### config.mk
export PLATFORM = sky130hd
export DESIGN_NAME = uart_tx_arbiter
export DESIGN_NICKNAME = d
export VERILOG_FILES = /design/src/rtl/uart_tx_arbiter.sv
export SDC_FILE = /design/constraint.sdc
export NUM_CORES = 1
export LEC_CHECK = 0
export BUFFER_PORTS_ARGS = -buffer_cell sky130_fd_sc_hd__buf_2
export CORE_MARGIN = 8
export CORE_UTILIZATION = 50
export CTS_CLUSTER_SIZE = 12
export DETAILED_ROUTE_END_ITERATION = 8
export MAX_ROUTING_LAYER = met4
export PLACE_DENSITY_LB_ADDON = 0.15
export SYNTH_ARGS = -nofsm -noshare
export SYNTH_HDL_FRONTEND = slang
export SYNTH_SLANG_ARGS = --single-unit
### constraint.sdc
create_clock -name clk_50m -period 2.35 [get_ports clk_50m]
set_clock_uncertainty 0.05 [all_clocks]
set_input_delay 0.1175 -clock clk_50m [delete_from_list [all_inputs] [get_ports clk_50m]]
set_output_delay 0.1175 -clock clk_50m [all_outputs]
set_load 0.02 [all_outputs]
### src/rtl/uart_tx_arbiter.sv
// Round-robin arbiter that shares one UART transmitter between N_REQ byte producers.
// Multi-byte messages keep ownership until the byte flagged "last" has been sent.
module uart_tx_arbiter #(
   parameter int N_REQ        = 4,
   parameter int DATA_W       = 8,
   parameter int BUSY_TIMEOUT = 15
) (
   input  logic                      clk_50m,
   input  logic                      rst,
   input  logic [N_REQ-1:0]          req,
   input  logic [N_REQ-1:0]          last,
   input  logic [N_REQ*DATA_W-1:0]   data,
   output logic [N_REQ-1:0]          ack,
   output logic [N_REQ-1:0]          grant,
   output logic [DATA_W-1:0]         uart_din,
   output logic                      uart_wr_en,
   input  logic                      uart_tx_busy,
   output logic                      err_timeout,
   output logic [1:0]                dbg_state,
   output logic                      dbg_lock
);

   localparam int PTR_W = (N_REQ > 1) ? $clog2(N_REQ) : 1;

   typedef enum logic [1:0] {
      IDLE      = 2'd0,
      LOAD      = 2'd1,
      WAIT_BUSY = 2'd2,
      WAIT_DONE = 2'd3
   } state_t;

   state_t              r_state;
   logic [N_REQ-1:0]    r_grant;
   logic [PTR_W-1:0]    r_owner;
   logic [PTR_W-1:0]    r_ptr;
   logic                r_lock;
   logic                r_last;
   logic [7:0]          r_cnt;
   logic [DATA_W-1:0]   r_din;

   state_t              w_state_nxt;
   logic [N_REQ-1:0]    w_grant_nxt;
   logic [PTR_W-1:0]    w_owner_nxt;
   logic [PTR_W-1:0]    w_ptr_nxt;
   logic                w_lock_nxt;
   logic                w_last_nxt;
   logic [7:0]          w_cnt_nxt;
   logic [DATA_W-1:0]   w_din_nxt;

   logic                w_found;
   logic [PTR_W-1:0]    w_winner;
   logic [N_REQ-1:0]    w_winner_oh;
   logic [PTR_W-1:0]    w_owner_inc;
   logic [DATA_W-1:0]   w_owner_data;
   logic [7:0]          w_cnt_inc;
   logic                w_timeout;

   function automatic logic [PTR_W-1:0] rr_index(input logic [PTR_W-1:0] base, input int off);
      int s;
      s = int'(32'(base)) + off;
      if (s >= N_REQ) s = s - N_REQ;
      return PTR_W'(s);
   endfunction

   // First requester at or after the pointer, wrapping modulo N_REQ.
   always_comb begin
      w_found  = 1'b0;
      w_winner = r_ptr;
      for (int k = 0; k < N_REQ; k++) begin
         if (!w_found && req[rr_index(r_ptr, k)]) begin
            w_found  = 1'b1;
            w_winner = rr_index(r_ptr, k);
         end
      end
   end

   assign w_winner_oh  = {{(N_REQ-1){1'b0}}, 1'b1} << w_winner;
   assign w_owner_inc  = (r_owner == PTR_W'(N_REQ-1)) ? '0 : r_owner + 1'b1;
   assign w_owner_data = data[r_owner*DATA_W +: DATA_W];
   assign w_cnt_inc    = (r_cnt == 8'hFF) ? r_cnt : r_cnt + 8'd1;
   // A busy rise in the expiring cycle wins, so the timeout is gated by !uart_tx_busy.
   assign w_timeout    = (r_state == WAIT_BUSY) && !uart_tx_busy &&
                         (w_cnt_inc >= 8'(BUSY_TIMEOUT));

   always_comb begin
      w_state_nxt = r_state;
      w_grant_nxt = r_grant;
      w_owner_nxt = r_owner;
      w_ptr_nxt   = r_ptr;
      w_lock_nxt  = r_lock;
      w_last_nxt  = r_last;
      w_cnt_nxt   = r_cnt;
      w_din_nxt   = r_din;
      case (r_state)
         IDLE: begin
            w_grant_nxt = '0;
            if (w_found) begin
               w_grant_nxt = w_winner_oh;
               w_owner_nxt = w_winner;
               w_state_nxt = LOAD;
            end
         end
         LOAD: begin
            w_din_nxt   = w_owner_data;
            w_last_nxt  = last[r_owner];
            w_cnt_nxt   = 8'd0;
            w_state_nxt = WAIT_BUSY;
         end
         WAIT_BUSY: begin
            if (uart_tx_busy) begin
               w_state_nxt = WAIT_DONE;
            end else begin
               w_cnt_nxt = w_cnt_inc;
               if (w_timeout) begin
                  w_lock_nxt  = 1'b0;
                  w_ptr_nxt   = w_owner_inc;
                  w_grant_nxt = '0;
                  w_state_nxt = IDLE;
               end
            end
         end
         WAIT_DONE: begin
            if (!uart_tx_busy) begin
               if (!r_last && req[r_owner]) begin
                  w_lock_nxt  = 1'b1;
                  w_state_nxt = LOAD;
               end else begin
                  // End of message or abandoned message: hand the uart on.
                  w_lock_nxt  = 1'b0;
                  w_ptr_nxt   = w_owner_inc;
                  w_grant_nxt = '0;
                  w_state_nxt = IDLE;
               end
            end
         end
         default: begin
            w_state_nxt = IDLE;
            w_grant_nxt = '0;
         end
      endcase
   end

   always_ff @(posedge clk_50m) begin
      if (rst) begin
         r_state <= IDLE;
         r_grant <= '0;
         r_owner <= '0;
         r_ptr   <= '0;
         r_lock  <= 1'b0;
         r_last  <= 1'b0;
         r_cnt   <= 8'd0;
         r_din   <= '0;
      end else begin
         r_state <= w_state_nxt;
         r_grant <= w_grant_nxt;
         r_owner <= w_owner_nxt;
         r_ptr   <= w_ptr_nxt;
         r_lock  <= w_lock_nxt;
         r_last  <= w_last_nxt;
         r_cnt   <= w_cnt_nxt;
         r_din   <= w_din_nxt;
      end
   end

   // Handshake: ack[i] pulses in the LOAD cycle together with uart_wr_en, and only for the owner.
   assign uart_wr_en  = (r_state == LOAD);
   assign ack         = (r_state == LOAD) ? r_grant : '0;
   assign uart_din    = (r_state == LOAD) ? w_owner_data : r_din;
   assign grant       = r_grant;
   assign err_timeout = w_timeout;
   assign dbg_state   = r_state;
   assign dbg_lock    = r_lock;

endmodule
==> results by group <==
Placement
  • Worst-case setup slack after placement: 242 ps
  • Weighted congestion reported at the end of routability-driven placement: 0.894
  • Number of input and output port buffers inserted: 63
  • Post-detailed-placement half-perimeter wirelength: 3.42 mm
  • Placed cell area: 0.00214 mm2

Cells and area
  • Highest-count cells in the layout ignoring fill and taps: sky130_fd_sc_hd__buf_2, sky130_fd_sc_hd__dfxtp_1, sky130_fd_sc_hd__and2_1
  • Most common library cell in the layout ignoring fill and taps: sky130_fd_sc_hd__buf_2
  • Register cell area after layout: 561 um2
  • Share of layout cells above drive strength 1: 0.414
  • Fillers: 329
  • N_diodes: 0
  • Total number of nets in the final design: 290
  • Post-synthesis to final-layout area growth: 22.1%
  • Multi-input gate area: 0.00114 mm2
  • Post-route cell area: 0.00218 mm2

Yosys
  • Biggest area contributors in the synthesized netlist: sky130_fd_sc_hd__dfxtp_1, sky130_fd_sc_hd__mux4_2, sky130_fd_sc_hd__mux2_2
  • Count of cell types in the netlist: 50
  • Count of flip-flops with a built-in enable after synthesis: 0
  • Share of synthesized flip-flops with an asynchronous set or reset: 0
  • Most instantiated flip-flop cell in the synthesis netlist: sky130_fd_sc_hd__dfxtp_1
  • Warning count from the yosys run: 0
  • Yosys top cell area share: 0.314
  • Net count after synthesis: 228
  • Synthesized area divided by synthesized cell count: 9.76 um2
  • Cell taking the most area after synthesis: sky130_fd_sc_hd__dfxtp_1
  • Number of flip-flops and latches in the synthesized netlist: 28
  • Cells after Synth: 183
  • Seq/Total Area, Yosys: 0.314
  • Synthesized cell area: 0.00179 mm2

Drt
  • Via count of the routed design: between 1.5k and 2k
  • Highest Signal Layer: met4
  • Drt total wl: 4.34 mm
  • Routed metal-1 wirelength: 1.94 mm
  • Number of iterations in the first detailed-routing pass: 4
  • Remaining antenna violation count after routing: 0
  • Number of design rule violations left after detail routing: 0
  • Wire length on met3: 200 um
  • Vias per cell: 5.59
  • Met2 wire length: between 2 and 2.5 mm
  • Violation count after the first detailed-routing iteration: 68
  • Routed length per instance: 15.0 um

CTS
  • Clock root buffer: sky130_fd_sc_hd__clkbuf_4
  • Number of clock sinks seen by CTS: 28
  • CTS buffer count: 3
  • Number of buffers inserted by post-CTS setup repair: 0
  • Source-to-sink clock delay at the later pin of the worst-skew pair: 330 ps
  • Clock tree from TritonCTS: built
  • Resized cells post-CTS: 0
  • Total of hold buffers inserted after clock tree synthesis: 0
  • Clock transition at path regs: between 150 and 200 ps
  • Maximum level of the CTS H-tree: 1
  • CTS Buffer Depth: 2

Setup path
  • Cell-by-cell trace of the critical path: nor2b_2 -> buf_4 -> mux2_2 -> buf_2
  • Category of the worst setup path capture point: primary output
  • Delay of the slowest critical-path stage: 530 ps
  • Critical-path top delay cell: sky130_fd_sc_hd__dfxtp_1
  • Type of origin of the critical path: flop
  • Crit path buf inv count: 2
  • Worst path arrival time: 1980 ps
  • Family with the most delay on the worst path: flip-flops
  • Data required time at the worst endpoint: 2180 ps
  • Largest fanout of any net on the critical path: 8
  • Class of the most critical setup path: flop to primary output

Power
  • Total power of the final layout: about 1.3 mW
  • Leakage power summed over all cells: 0.948 nW
  • Pwr per Cell Area: 574 mW/mm2
  • Largest vdd supply drop: 0.435 mV

Flow run
  • Maxcap violations: 0

Die
  • Top-Level Pins: 64
  • Initial standard-cell utilization of the core: 0.527
  • Number of rows in the core area: 21
  • Vertical extent of the die: 75.8 um
  • Core box area: between 0.003 and 0.004 mm2
  • Die Wd: ~76 um
  • Die Footprint: 0.00574 mm2

Global routing
  • Pin count of the biggest net entering global routing: 24
  • Number of global-route vias before repair: ~1.7k
  • Number of antenna violations at the first check in global routing: 0
  • Overall global routing resource usage: 0.165
  • Global-route wire length before repair: 7.29 mm
  • Total overflow reported by the global router: 0

STA
  • Highest attainable clock frequency: about 0.47 GHz
  • Final period utilization: 0.912
  • Transition time of the tightest slew-check pin: 730 ps
  • Endpoints failing hold: 0
  • Pins over their slew limit: 0
  • Final period demand of the worst path: roughly 2100 ps
  • Final WS setup: 206 ps
  • Unrepaired setup endpoints after global routing: no
  • Max-Slew Margin vs Limit: 0.509
  • Number of failing setup endpoints in the final timing report: 0
  • Sum of negative setup slack: 0 ps

Outcome
  • Status: finished clean

Min path
  • Worst min-delay path class: primary input to flop
==> metrics by stage <==
stage | cells | util | hold slack [ps]
finish | 290 | 0.643 | 105
global route | 290 | 0.643 | 114
CTS | 290 | 0.643 | 101
detailed placement | 286 | 0.632 | 432
global placement | 286 | 0.632 | 425
floorplan | 183 | - | 255
==> path summary, 6_finish.rpt <==
check / slack, ps / cells after the start / start / end
max: 210 / 4 / dbg_state[0] / uart_din[5]
min: 100 / 3 / uart_tx_busy / r_ptr[1]
max reg2reg: 220 / 6 / r_cnt[0] / r_ptr[0]
min reg2reg: 450 / 2 / grant[2] / grant[2]
==> flip-flops by register name, indices dropped and copies added (netlist names) <==
register   cells
grant          4
dbg_lock       1
r_din          8
r_last         1
r_ptr          2
r_cnt          8
dbg_state      2
r_owner        2
==> area by class of cell <==
type                       count  share of cell area
multi-input combinational    135               0.524
inverter                      10              0.0172
clock buffer                   4              0.0166
timing repair buffer          67               0.158
sequential                    28               0.257
tap                           46              0.0264
==> tightest hold or removal path, cell delays in order <==
cell and delay [ps]:
sky130_fd_sc_hd__buf_2 160, sky130_fd_sc_hd__nor4b_4 70, sky130_fd_sc_hd__mux2i_1 110
==> cell families after synthesis <==
| kind of cell | share of synthesized area |
|---|---|
| AO/OA/AOI/OAI | 0.167 |
| adder cells (fa/ha/maj) | 0.0140 |
| XOR/XNOR | 0.00981 |
| flip-flops | 0.314 |
| buffers and inverters | 0.0470 |
| AND/OR/NAND/NOR | 0.238 |
| multiplexers | 0.211 |
==> routing by layer <==
layer  GRT usage  vias up
li1            -      807
met4      0.0171        0
met1       0.200      760
met2       0.279       53
met3      0.0408        2
met5           -        -
==> synth_stat cells (all sizes together) (2+ instances only) <==
cell / number
nand4: 2
nor4b: 2
o32ai: 2
nor3: 5
nor2: 12
nand3: 3
clkbuf: 4
o21ai: 5
mux2i: 5
a211oi: 2
nand2: 11
dfxtp: 28
and2: 13
mux4: 10
mux2: 9
ha: 2
inv: 10
buf: 6
o31a: 3
a21oi: 12
o31ai: 3
nor2b: 5
nor4: 3
a311oi: 2
and3: 4
nand3b: 3
==> power breakdown <==
group          switching, mW  internal [mW]
sequential            0.0313          0.513
clock                  0.147         0.0950
combinational          0.246          0.221
No activity file was read; power rests on OpenSTA's default activity.
